<file path="src/rtl/sdiv_ctrl_pkg.sv">
// Shared definitions for the signed/unsigned divide controller.
package sdiv_ctrl_pkg;

  typedef enum logic [2:0] {
    StIdle,
    StIssue,
    StWait,
    StFix,
    StResp
  } sdiv_state_e;

  // Sized for the widest supported datapath and sliced down to WIDTH at use.
  localparam int unsigned MaxWidth = 64;
  localparam logic [MaxWidth-1:0] DivZeroQuotient = '1;

endpackage

</file>
<file path="src/rtl/sdiv_ctrl_if.sv">
// Request, divider and response signals of the divide controller.
// slave is the controller's view, master is the requester/divider side.
interface sdiv_ctrl_if #(
  parameter int unsigned WIDTH = 32
) ();

  logic             req_valid;
  logic             req_ready;
  logic             req_signed;
  logic [WIDTH-1:0] req_dividend;
  logic [WIDTH-1:0] req_divisor;

  logic             div_start;
  logic [WIDTH-1:0] div_dividend;
  logic [WIDTH-1:0] div_divisor;
  logic [WIDTH-1:0] div_quotient;
  logic [WIDTH-1:0] div_remainder;
  logic             div_done;

  logic             rsp_valid;
  logic             rsp_ready;
  logic [WIDTH-1:0] rsp_quotient;
  logic [WIDTH-1:0] rsp_remainder;
  logic             rsp_div_zero;

  modport master (
    output req_valid, req_signed, req_dividend, req_divisor,
    input  req_ready,
    input  div_start, div_dividend, div_divisor,
    output div_quotient, div_remainder, div_done,
    input  rsp_valid, rsp_quotient, rsp_remainder, rsp_div_zero,
    output rsp_ready
  );

  modport slave (
    input  req_valid, req_signed, req_dividend, req_divisor,
    output req_ready,
    output div_start, div_dividend, div_divisor,
    input  div_quotient, div_remainder, div_done,
    output rsp_valid, rsp_quotient, rsp_remainder, rsp_div_zero,
    input  rsp_ready
  );

endinterface

</file>
<file path="src/rtl/sdiv_ctrl_twos_negate.sv">
// Combinational two's-complement negation; wraps, so MIN maps to MIN.
module sdiv_ctrl_twos_negate #(
  parameter int unsigned WIDTH = 32
) (
  input  logic [WIDTH-1:0] a,
  output logic [WIDTH-1:0] y
);

  assign y = (~a) + WIDTH'(1);

endmodule

</file>
<file path="src/rtl/sdiv_ctrl.sv">
// Wraps an external unsigned iterative divider to provide signed and unsigned
// division with divide-by-zero handling. One transaction outstanding at a time.
module sdiv_ctrl #(
  parameter int unsigned WIDTH = 32  // at most sdiv_ctrl_pkg::MaxWidth
) (
  input logic        clk,
  input logic        rst,
  sdiv_ctrl_if.slave bus
);

  import sdiv_ctrl_pkg::*;

  sdiv_state_e      state_q;
  logic             req_ready_q;
  logic             div_start_q;
  logic             rsp_valid_q;
  logic             rsp_div_zero_q;
  logic [WIDTH-1:0] div_dividend_q;
  logic [WIDTH-1:0] div_divisor_q;
  logic [WIDTH-1:0] quot_q;
  logic [WIDTH-1:0] rem_q;
  logic [WIDTH-1:0] rsp_quotient_q;
  logic [WIDTH-1:0] rsp_remainder_q;
  logic             neg_quot_q;
  logic             neg_rem_q;

  logic [WIDTH-1:0] dividend_neg;
  logic [WIDTH-1:0] divisor_neg;
  logic [WIDTH-1:0] quot_neg;
  logic [WIDTH-1:0] rem_neg;
  logic             dividend_is_neg;
  logic             divisor_is_neg;
  logic [WIDTH-1:0] dividend_mag;
  logic [WIDTH-1:0] divisor_mag;

  sdiv_ctrl_twos_negate #(.WIDTH(WIDTH)) u_neg_dividend (.a(bus.req_dividend), .y(dividend_neg));
  sdiv_ctrl_twos_negate #(.WIDTH(WIDTH)) u_neg_divisor  (.a(bus.req_divisor),  .y(divisor_neg));
  sdiv_ctrl_twos_negate #(.WIDTH(WIDTH)) u_neg_quot     (.a(quot_q),           .y(quot_neg));
  sdiv_ctrl_twos_negate #(.WIDTH(WIDTH)) u_neg_rem      (.a(rem_q),            .y(rem_neg));

  // Operand magnitudes; a signed MIN stays MIN and is treated as unsigned.
  always_comb begin
    dividend_is_neg = bus.req_signed & bus.req_dividend[WIDTH-1];
    divisor_is_neg  = bus.req_signed & bus.req_divisor[WIDTH-1];
    dividend_mag    = dividend_is_neg ? dividend_neg : bus.req_dividend;
    divisor_mag     = divisor_is_neg  ? divisor_neg  : bus.req_divisor;
  end

  // Control FSM with registered outputs.
  always_ff @(posedge clk or posedge rst) begin
    if (rst) begin
      state_q         <= StIdle;
      req_ready_q     <= 1'b1;
      div_start_q     <= 1'b0;
      rsp_valid_q     <= 1'b0;
      rsp_div_zero_q  <= 1'b0;
      div_dividend_q  <= '0;
      div_divisor_q   <= '0;
      quot_q          <= '0;
      rem_q           <= '0;
      rsp_quotient_q  <= '0;
      rsp_remainder_q <= '0;
      neg_quot_q      <= 1'b0;
      neg_rem_q       <= 1'b0;
    end else begin
      div_start_q <= 1'b0;
      case (state_q)
        StIdle: begin
          if (bus.req_valid) begin
            req_ready_q <= 1'b0;
            neg_quot_q  <= dividend_is_neg ^ divisor_is_neg;
            neg_rem_q   <= dividend_is_neg;
            if (bus.req_divisor == '0) begin
              rsp_quotient_q  <= DivZeroQuotient[WIDTH-1:0];
              rsp_remainder_q <= bus.req_dividend;
              rsp_div_zero_q  <= 1'b1;
              rsp_valid_q     <= 1'b1;
              state_q         <= StResp;
            end else begin
              div_dividend_q <= dividend_mag;
              div_divisor_q  <= divisor_mag;
              div_start_q    <= 1'b1;
              state_q        <= StIssue;
            end
          end
        end
        StIssue: state_q <= StWait;
        StWait: begin
          if (bus.div_done) begin
            quot_q  <= bus.div_quotient;
            rem_q   <= bus.div_remainder;
            state_q <= StFix;
          end
        end
        StFix: begin
          rsp_quotient_q  <= neg_quot_q ? quot_neg : quot_q;
          rsp_remainder_q <= neg_rem_q  ? rem_neg  : rem_q;
          rsp_div_zero_q  <= 1'b0;
          rsp_valid_q     <= 1'b1;
          state_q         <= StResp;
        end
        StResp: begin
          if (bus.rsp_ready) begin
            rsp_valid_q <= 1'b0;
            req_ready_q <= 1'b1;
            state_q     <= StIdle;
          end
        end
        default: state_q <= StIdle;
      endcase
    end
  end

  assign bus.req_ready     = req_ready_q;
  assign bus.div_start     = div_start_q;
  assign bus.div_dividend  = div_dividend_q;
  assign bus.div_divisor   = div_divisor_q;
  assign bus.rsp_valid     = rsp_valid_q;
  assign bus.rsp_quotient  = rsp_quotient_q;
  assign bus.rsp_remainder = rsp_remainder_q;
  assign bus.rsp_div_zero  = rsp_div_zero_q;

endmodule

</file>
<file path="src/flat_wrapper.sv">
// flat-port wrapper written by rule: the top's interface ports become plain ports
module sdiv_ctrl_flat import sdiv_ctrl_pkg::*;
#(
  parameter int unsigned WIDTH = 32                                    
)
  (clk, rst, bus_req_valid, bus_req_signed, bus_req_dividend, bus_req_divisor, bus_req_ready, bus_div_start, bus_div_dividend, bus_div_divisor, bus_div_quotient, bus_div_remainder, bus_div_done, bus_rsp_valid, bus_rsp_quotient, bus_rsp_remainder, bus_rsp_div_zero, bus_rsp_ready);
  sdiv_ctrl_if #(.WIDTH(WIDTH)) bus_i ();
  input logic clk;
  input logic rst;
  input wire logic [$bits(bus_i.req_valid)-1:0] bus_req_valid;
  input wire logic [$bits(bus_i.req_signed)-1:0] bus_req_signed;
  input wire logic [$bits(bus_i.req_dividend)-1:0] bus_req_dividend;
  input wire logic [$bits(bus_i.req_divisor)-1:0] bus_req_divisor;
  output wire logic [$bits(bus_i.req_ready)-1:0] bus_req_ready;
  output wire logic [$bits(bus_i.div_start)-1:0] bus_div_start;
  output wire logic [$bits(bus_i.div_dividend)-1:0] bus_div_dividend;
  output wire logic [$bits(bus_i.div_divisor)-1:0] bus_div_divisor;
  input wire logic [$bits(bus_i.div_quotient)-1:0] bus_div_quotient;
  input wire logic [$bits(bus_i.div_remainder)-1:0] bus_div_remainder;
  input wire logic [$bits(bus_i.div_done)-1:0] bus_div_done;
  output wire logic [$bits(bus_i.rsp_valid)-1:0] bus_rsp_valid;
  output wire logic [$bits(bus_i.rsp_quotient)-1:0] bus_rsp_quotient;
  output wire logic [$bits(bus_i.rsp_remainder)-1:0] bus_rsp_remainder;
  output wire logic [$bits(bus_i.rsp_div_zero)-1:0] bus_rsp_div_zero;
  input wire logic [$bits(bus_i.rsp_ready)-1:0] bus_rsp_ready;
  assign bus_i.req_valid = bus_req_valid;
  assign bus_i.req_signed = bus_req_signed;
  assign bus_i.req_dividend = bus_req_dividend;
  assign bus_i.req_divisor = bus_req_divisor;
  assign bus_req_ready = bus_i.req_ready;
  assign bus_div_start = bus_i.div_start;
  assign bus_div_dividend = bus_i.div_dividend;
  assign bus_div_divisor = bus_i.div_divisor;
  assign bus_i.div_quotient = bus_div_quotient;
  assign bus_i.div_remainder = bus_div_remainder;
  assign bus_i.div_done = bus_div_done;
  assign bus_rsp_valid = bus_i.rsp_valid;
  assign bus_rsp_quotient = bus_i.rsp_quotient;
  assign bus_rsp_remainder = bus_i.rsp_remainder;
  assign bus_rsp_div_zero = bus_i.rsp_div_zero;
  assign bus_i.rsp_ready = bus_rsp_ready;
  sdiv_ctrl #(.WIDTH(WIDTH)) u_core (.clk(clk), .rst(rst), .bus(bus_i));
endmodule
</file>
<file path="config.mk">
export PLATFORM = sky130hd
export DESIGN_NAME = sdiv_ctrl_flat
export DESIGN_NICKNAME = d
export VERILOG_FILES = /design/src/rtl/sdiv_ctrl_pkg.sv /design/src/rtl/sdiv_ctrl_if.sv /design/src/rtl/sdiv_ctrl_twos_negate.sv /design/src/rtl/sdiv_ctrl.sv /design/src/flat_wrapper.sv
export SDC_FILE = /design/constraint.sdc
export NUM_CORES = 1
export LEC_CHECK = 0
export ABC_AREA = 1
export BUFFER_PORTS_ARGS = -buffer_cell sky130_fd_sc_hd__buf_4
export CAP_MARGIN = 10
export CORE_UTILIZATION = 30
export DETAILED_ROUTE_END_ITERATION = 10
export SETUP_SLACK_MARGIN = 0.4
export SLEW_MARGIN = 30
export SYNTH_ARGS = -nofsm -noshare
export SYNTH_HDL_FRONTEND = slang
export SYNTH_SLANG_ARGS = --single-unit
</file>
<file path="constraint.sdc">
create_clock -name clk -period 7.2 [get_ports clk]
set_clock_uncertainty 0.05 [all_clocks]
set_input_delay 0 -clock clk [delete_from_list [all_inputs] [get_ports clk]]
set_output_delay 0 -clock clk [all_outputs]
set_load 0.02 [all_outputs]
</file>
Word level (Yosys, flattened, before mapping)
Cells that the tools add are included.

Equality and inequality tests: 8. Add/subtract/negate cells: 4. Muxes and demuxes: 26. Reduce and logical (&&, ||, !) cells: 12. Bitwise operators: 8.

Operator list (number): $mux W32 (8); $add A32 B1 Y32 const B (4); $not A32 Y32 (4); $pmux W32 S2 (2); $logic_not A32 Y1 (1); $pmux W3 S5 (1); $mux W3 (4); $reduce_and A3 Y1 (4); $mux W1 (8); $eq A3 B2 Y1 const B (2); $ne A2 B2 Y1 const B (3); $pmux W1 S2 (2); $reduce_and A2 Y1 (2); $reduce_and A4 Y1 (1); $reduce_bool A2 Y1 (2); $eq A3 B1 Y1 const B (1); $eq A3 B3 Y1 const B (1); $logic_not A3 Y1 (1); $pmux W1 S3 (1); $reduce_bool A3 Y1 (1); $and A1 B1 Y1 (2); $ne A2 B1 Y1 const B (1); $not A1 Y1 (1); $xor A1 B1 Y1 (1).

Bits of input ports: 134. Word-level logic and storage cells: 71. Register bits: 201.

Logic depth before layout (Yosys ltp)
Gate-level depths: netlist of the first run.

Word-level depth: 4. Gate-level depth with buffers: 13. Mapped depth without buffers: 12.

Modules after synthesis
From an unflattened synthesis of the first run, not the netlist that was laid out.

Cells, all modules: 2007. Area, all modules: 13431.6 µm².

Modules (own cells, without submodules): sdiv_ctrl (cells each 1259, times used 1, seq. area each 5031.1 µm², area each 9793.1 µm²); sdiv_ctrl_twos_negate (cells each 187, times used 4, seq. area each 0.0 µm², area each 909.6 µm²).

Worst setup path after synthesis of the first run
OpenSTA, ideal clock, no wires.

Kind: reg2reg. From: register u_core.quot_q[0]. To: register u_core.rsp_quotient_q[28] (netlist: u_core.bus.rsp_quotient[28]). Stages on the path, launching flop included: 12. Buffers on the path: 0. Required time: 7037 ps. Period minus slack after synthesis: 1644 ps. Setup slack: 5556 ps. Arrival: 1481 ps. Setup time: 113 ps. Path through: dfrtp_1 inv_1 ha_1 nand3_1 nor2_1 nand3_1 nand2_1 nand2_1 nand2_1 nand3_1 nand2_1 inv_1.

Word-level cells in the longest chain between the ends: 4.

Ends and longest elaborated chain: start: declaration (RTL line sdiv_ctrl.sv:20) `logic [WIDTH-1:0] quot_q;`; start signal: assignment (RTL line sdiv_ctrl.sv:90) `quot_q <= bus.div_quotient;`; $not A32 Y32 (RTL line sdiv_ctrl_twos_negate.sv:9) `assign y = (~a) + WIDTH'(1);`; $add A32 B1 Y32 (RTL line sdiv_ctrl_twos_negate.sv:9); $mux W32 (RTL line sdiv_ctrl.sv:96) `rsp_quotient_q <= neg_quot_q ? quot_neg : quot_q;`; $pmux W32 S2 (RTL line sdiv_ctrl.sv:67) `case (state_q)`; end signal: assignment (RTL line sdiv_ctrl.sv:74) `rsp_quotient_q <= DivZeroQuotient[WIDTH-1:0];`; end signal: assignment (RTL line sdiv_ctrl.sv:96); end: declaration (RTL line sdiv_ctrl.sv:22) `logic [WIDTH-1:0] rsp_quotient_q;`.

No other way between the ends. A chain may end at the register's enable or synchronous reset.

Worst setup path in the final report of the first run
From: input port bus_req_divisor[31]. To: register u_core.div_divisor_q[26] (netlist: u_core.bus.div_divisor[26]).

Word-level cells in the longest chain between the ends: 3. Elaborated cells between the ends (all ways): 5.

Ends and longest elaborated chain: start: declaration (RTL line flat_wrapper.sv:13) `input wire logic [$bits(bus_i.req_divisor)-1:0] bus_req_divisor;`; $logic_not A32 Y1 (RTL line sdiv_ctrl.sv:73) `if (bus.req_divisor == '0) begin`; $not A1 Y1 (no source line); $reduce_and A3 Y1 (no source line); end signal: assignment (RTL line sdiv_ctrl.sv:81) `div_divisor_q <= divisor_mag;`; end: declaration (RTL line sdiv_ctrl.sv:19) `logic [WIDTH-1:0] div_divisor_q;`.

Several ways; a longest one is shown, not always the timed one.

==> results of run 1 <==
power by group through the flow:
stage	registers, mW	clock network, mW	logic [mW]
5_1_grt	2.26	1.42	3.56
4_1_cts	2.18	1.38	3.19
3_5_place_dp	2.19	0	3.10
6_report	2.19	1.35	3.17
2_1_floorplan	2.47	0	1.58
3_3_place_gp	2.20	0	3.06
repair_timing:
action / in CTS / in global routing
gates resized for setup: 0 / 0
endpoints found under the hold margin: 247 / 0
hold buffers: 149 / 0
worst max-delay path, delay by kind of cell:
kind,cells,cell delay (ns)
buffers and inverters,5,2.63
and+or+nand+nor,6,1.00
flip-flops by register name, indices dropped and copies added (netlist names), 3 cells and up:
name and cells:
u_core.quot_q 32, u_core.bus.div_divisor 32, u_core.bus.div_dividend 32, u_core.state_q 3
u_core.rem_q 32, u_core.bus.rsp_quotient 32, u_core.bus.rsp_remainder 32
kinds of logic after synthesis:
| group | count (synthesis) | synth area share (%) |
|---|---|---|
| and+or+nand+nor | 998 | 35.7 |
| buffers and inverters | 208 | 7.47 |
| muxes | 1 | 0.0985 |
| adders and majority gates | 4 | 0.438 |
| AOI/OAI and AO/OA | 217 | 9.81 |
| DFF | 201 | 44.0 |
| xor gates and xnor gates | 32 | 2.45 |
final cells by class:
class,count,area (um2),share of cell area (%)
flip-flops and latches,201,5030,31.0
repair buffers,423,3550,21.9
clock buffers,37,741,4.56
well taps,511,639,3.94
multi-input cells,1252,5570,34.3
inverters,149,567,3.49
clock inverters,6,130,0.801
diodes,3,7.51,0.0462
layer usage:
metal  GRT usage, %  vias up  wire [um]
met4           5.77        6       1080
met2           33.8      418      18400
li1               -     6065          -
met5              0        -         34
met3           3.72       72       2700
met1           28.5     5520      18900
cells in the final DEF (no fill, tap or decap), types with 8 or more instances in the layout:
cell type,instances
nor2_1,217
a21oi_1,34
nor2_2,8
dfrtp_1,198
nor3_1,12
nand3_1,156
buf_4,273
nand2_1,571
clkbuf_16,25
nand3b_1,8
xor2_1,29
nand4_1,13
inv_1,144
dlygate4sd3_1,149
o21ai_0,169
final timing paths:
check | endpoint | slack (ns) | cells past startpoint
worst min-delay path | u_core.bus.div_divisor[31]$_DFFE_PP0P_ | 0.02 | 4
max in group asynchronous | u_core.neg_rem_q$_DFFE_PP0P_ | 5.83 | 4
min in group asynchronous | u_core.bus.div_dividend[18]$_DFFE_PP0P_ | 0.08 | 3
worst max register to register | u_core.bus.div_dividend[31]$_DFFE_PP0P_ | 4.33 | 11
worst min register to register | u_core.bus.div_dividend[17]$_DFFE_PP0P_ | 0.43 | 2
worst max-delay path | u_core.bus.div_divisor[26]$_DFFE_PP0P_ | 3.98 | 11
metrics by stage:
stage                     hold WS (ns)  cell area, um2  total power, mW  utilization [%]  setup WS (ns)
after detailed placement        0.0912           13900             5.29             36.9           4.51
after global routing            0.0523           16200             7.24             43.2           3.76
after global placement          0.0856           13900             5.26             36.9           4.58
after floorplan                 0.0443           11400             4.05                -           1.67
after CTS                       0.0414           16200             6.75             43.2           4.07
final                           0.0240           16200             6.71             43.2           3.98
==> metrics.cfg, run 1 <==
[run_status]
outcome = complete, no violations

[cts]
cts_tree = done
cts.sinks = 201
cts-htree-levels = 1
numCtsBuffers = 25
cts_setup_buffers = 0
cts.clk_slew.worst_paths_ns = 0.06
insertion_delay_ns = 0.53
clockBufferDepth = 3
root_buffer = clkbuf_16

[synthesis]
synth_top_flop_cell = dfrtp_1
synth-seq-cells = 201
synth_edf_count = 0
yosysSeqAreaShare_pct = 44.0
netlist_instances = 1661
synthTopCellsByCount = nand2_1, nor2_1, dfrtp_1
syn_area_mm2 = 0.0114
yosysMostFrequentCell = nand2_1
yosys-top-cells-area = dfrtp_1, nand2_1, o21ai_0
ys_types = 36
netlist.area_leader.share_pct = 43.8
yosys.area.top_type = dfrtp_1
yosysWarnings = 0
syn_nets = 1799
synthArstFlopShare_pct = 100
avgSynthCellArea_um2 = 6.89

[floorplan]
core_area_mm2 = 0.0376
io_pins = 266
die_h_um = 197
die-width_um = 197
num_rows = 71
start_util_pct = 30.4
dieArea_mm2 = 0.0389

[detailed_routing]
route.detailed.drc = 0
drt-vias-per-instance = 4.68
wirelength_um = 41100
first_pass_iters = 7
antenna_left = 0
wl_per_cell_um = 15.9
num_vias = 12100
drt-initial-drc-count = 770

[critical_path]
crit_top_cell = nand2_1
cp_slowest_stage_delay_ns = 0.77
cp.arrival_ns = 3.63
crit_chain = dlygate4sd3_1, buf_4, nand2_1, clkinv_1, nand2_1, nand2_1, nand2_1, dlygate4sd3_1, nand3_1, dlygate4sd3_1, nand2_1
cp-start-kind = input port
critical_path_class = input port to flop
slowest_stage = clkinv_1
crit_start = bus_req_divisor[31]
critical_path.max_fanout = 28
r2r-start = u_core.state_q[0]$_DFFE_PP0P_
endpoint_kind = flop
crit_required_ns = 7.62

[placement]
dp_hpwl_um = 30000
placed_cells = 2387
port-buffer-count = 265
gp_congestion = 0.913

[global_routing]
grt_use_total_pct = 20.9
grt_pass1_vias = 11800
antenna_found_initial = 6
grt_pass1_wl_um = 64500
grt_max_degree = 89
overflow = 0

[sta]
slew_headroom_pct = 40.2
rsz0062_at_grt = no
worstMarginPinSlew_ns = 0.894
slew_viol_final = 0
hold_viol = 0
fin_setup_tns_ns = 0
fmax_mhz = 311
post-route-period-util_pct = 44.7
setup_viol = 0
period_needed_ns = 3.22

[power]
p_leak_nw = 7.96
seq_power_share_pct = 32.6
peakVddDrop_mv = 0.216
internal_power_mw = 3.72
netSwitchingFraction_pct = 44.5
combPwrFrac_pct = 47.3
switching_power_mw = 2.99
powerDensity_mw_per_mm2 = 413
p_clk_share_pct = 20.1

[min_path]
hold_path_class = input port to flop
holdCritStartpoint = bus_req_signed

[final_layout]
fillers = 3831
nets = 2190
layout-area-overhead-vs-synth_pct = 42.0
drive_gt1_share_pct = 16.5
final_cell_count_no_fill = 2582

[run]
drv_cap = 0

No activity file was read; power rests on OpenSTA's default activity.
==> inputs of run 2 (changes only) <==
clock period = 3.2 ns   (was 7.2 ns; I/O delays follow)
==> metrics.cfg, run 2 (synthesis gave the netlist of run 1 again) <==
[run_status]
outcome = complete, no violations  ; unchanged

[critical_path]
critical_path.top_delay_family = buffers and inverters  ; unchanged
r2r-start = u_core.state_q[0]$_DFFE_PP0P_  ; unchanged
cp_slowest_stage_delay_ns = 0.56  ; was 0.77 ns
endpoint_kind = flop  ; unchanged
cp-start-kind = input port  ; unchanged
crit_top_cell = nand2_1  ; unchanged
crit_end = u_core.bus.div_dividend[28]$_DFFE_PP0P_  ; was u_core.bus.div_divisor[26]$_DFFE_PP0P_
worst-path-buf-inv = 5  ; unchanged
rrSetupSlack_ns = 0.90  ; was 4.33 ns
critical_path_class = input port to flop  ; unchanged
cp.arrival_ns = 3.23  ; was 3.63 ns
critical_path.max_fanout = 4  ; was 28
ff2ff_path_depth = 6  ; was 11
cp.depth = 14  ; was 11
crit_required_ns = 3.61  ; was 7.62 ns
timing.rr.end = u_core.quot_q[31]$_DFFE_PP0P_  ; was u_core.bus.div_dividend[31]$_DFFE_PP0P_
crit_start = bus_req_dividend[1]  ; was bus_req_divisor[31]
slowest_stage = dlygate4sd3_1  ; was clkinv_1
crit_chain = dlygate4sd3_1, buf_4, inv_1, ha_1, nand4_1, nor2_2, nand3_1, nand2_1, nand2_1, nand2_1, dlygate4sd3_1, nand3_1, dlygate4sd3_1, nand2_1  ; was dlygate4sd3_1, buf_4, nand2_1, clkinv_1, nand2_1, nand2_1, nand2_1, dlygate4sd3_1, nand3_1, dlygate4sd3_1, nand2_1

[final_layout]
layout-area-overhead-vs-synth_pct = 43.9  ; was 42.0%
regArea_mm2 = 0.00503  ; about the same
multiInputGateArea_mm2 = 0.00557  ; about the same
drive_gt1_share_pct = 16.7  ; was 16.5%
fillers = 3894  ; was 3831
nets = 2214  ; was 2190
final_area_mm2 = 0.0165  ; was 0.0162 mm2
final_common_cell = nand2_1  ; unchanged
final_cell_mix = nand2_1, buf_4, nor2_1  ; unchanged

[sta]
rsz0062_at_grt = yes  ; was no
slew_headroom_pct = 42.2  ; was 40.2%
setup_viol = 0  ; unchanged
slew_viol_final = 0  ; unchanged
worstMarginPinSlew_ns = 0.863  ; was 0.894 ns
fin_setup_tns_ns = 0  ; unchanged
post-route-period-util_pct = 88.2
fmax_mhz = 354
hold_viol = 0  ; unchanged
period_needed_ns = 2.82

[placement]
dp_hpwl_um = 30300  ; was 30000 um
placed_cell_area_mm2 = 0.0140  ; was 0.0139 mm2
gp_congestion = 0.896  ; was 0.913
port-buffer-count = 265  ; unchanged

[floorplan]
die-width_um = 197  ; unchanged
num_rows = 71  ; unchanged
io_pins = 266  ; unchanged
die_h_um = 197  ; unchanged
dieArea_mm2 = 0.0389  ; unchanged
start_util_pct = 30.4  ; unchanged
core_area_mm2 = 0.0376  ; unchanged

[cts]
cts.sinks = 201  ; unchanged
cts_setup_buffers = 0  ; unchanged
root_buffer = clkbuf_16  ; unchanged
clockBufferDepth = 3  ; unchanged
cts_tree = done  ; unchanged
cts.clk_slew.worst_paths_ns = 0.05  ; was 0.06 ns
insertion_delay_ns = 0.52  ; was 0.53 ns
numCtsBuffers = 25  ; unchanged
cts-htree-levels = 1  ; unchanged

[global_routing]
overflow = 0  ; unchanged
grt_use_total_pct = 20.8  ; was 20.9%
antenna_found_initial = 3  ; was 6
grt_pass1_wl_um = 64500  ; about the same
grt_max_degree = 100  ; was 89
grt_pass1_vias = 12000  ; was 11800

[detailed_routing]
drt-initial-drc-count = 723  ; was 770
wirelength_um = 40900  ; was 41100 um
antenna_left = 0  ; unchanged
wl_per_cell_um = 15.7  ; was 15.9 um
num_vias = 12100  ; about the same
drt-vias-per-instance = 4.65  ; was 4.68
route.detailed.drc = 0  ; unchanged
first_pass_iters = 5  ; was 7

[run]
drv_cap = 0  ; unchanged

[min_path]
hold_path_class = input port to flop  ; unchanged
holdCritStartpoint = bus_req_dividend[0]  ; was bus_req_signed

[power]
p_leak_nw = 8.04  ; was 7.96 nW
powerDensity_mw_per_mm2 = 909  ; was 413 mW/mm2
peakVddDrop_mv = 0.500  ; was 0.216 mV

## run 2: worst min path at each step
stage | end | slack [ns] | cells past startpoint
after CTS | u_core.bus.rsp_remainder[0]$_DFFE_PP0P_ | 0.04 | 5
after detailed placement | u_core.bus.div_dividend[18]$_DFFE_PP0P_ | 0.11 | 2
after floorplan | u_core.bus.req_ready$_DFFE_PP1P_ | 0.04 | 2
after global placement | u_core.bus.div_dividend[18]$_DFFE_PP0P_ | 0.11 | 2
after global routing | u_core.bus.rsp_remainder[0]$_DFFE_PP0P_ | 0.10 | 5
final | u_core.bus.rsp_remainder[0]$_DFFE_PP0P_ | 0.04 | 5
## run 2: worst min-delay path: cells and delay by family
kind,cells,cell delay (ns)
AOI/OAI and AO/OA,2,0.25
buffers and inverters,2,0.21
and+or+nand+nor,1,0.10
## run 2: layout make-up
type                    instances  area share (%)
clock inverters                 6           0.509
multi-input cells            1252            33.9
repair buffers                447            23.4
inverters                     149            3.42
clock buffers                  37            4.32
well taps                     511            3.88
flip-flops and latches        201            30.6
diodes                          3          0.0456
## run 2: layer usage
layer	vias to the layer above	wire [um]	global-route usage, %
li1	6119	-	-
met1	5539	19300	28.7
met2	385	18200	33.6
met3	61	2490	3.52
met4	2	911	5.40
met5	-	10	0
## run 2: per-stage QoR
stage | hold WS (ns) | worst slack, ns | util, % | cells | power (mW)
detailed placement | 0.108 | 0.946 | 37.3 | 2398 | 12.0
finish | 0.0365 | 0.379 | 43.8 | 2606 | 15.0
global placement | 0.114 | 1.01 | 37.3 | 2398 | 11.9
global route | 0.104 | 0.330 | 43.8 | 2605 | 16.2
CTS | 0.0400 | 0.422 | 43.8 | 2603 | 15.1
floorplan | 0.0443 | 0.548 | - | 1661 | 9.11
## run 2: what timing repair did
item                                    in CTS  in global routing
endpoints found under the setup margin       0                  4
hold buffers                               162                  0
endpoints found under the hold margin      191                  0
resized for setup                            0                  2
## run 2: where the power goes
| group | internal (mW) | switching [mW] | leakage, nW |
|---|---|---|---|
| clock | 1.69 | 1.10 | 0.391 |
| sequential | 3.82 | 0.970 | 2.45 |
| combinational | 2.77 | 4.61 | 5.20 |
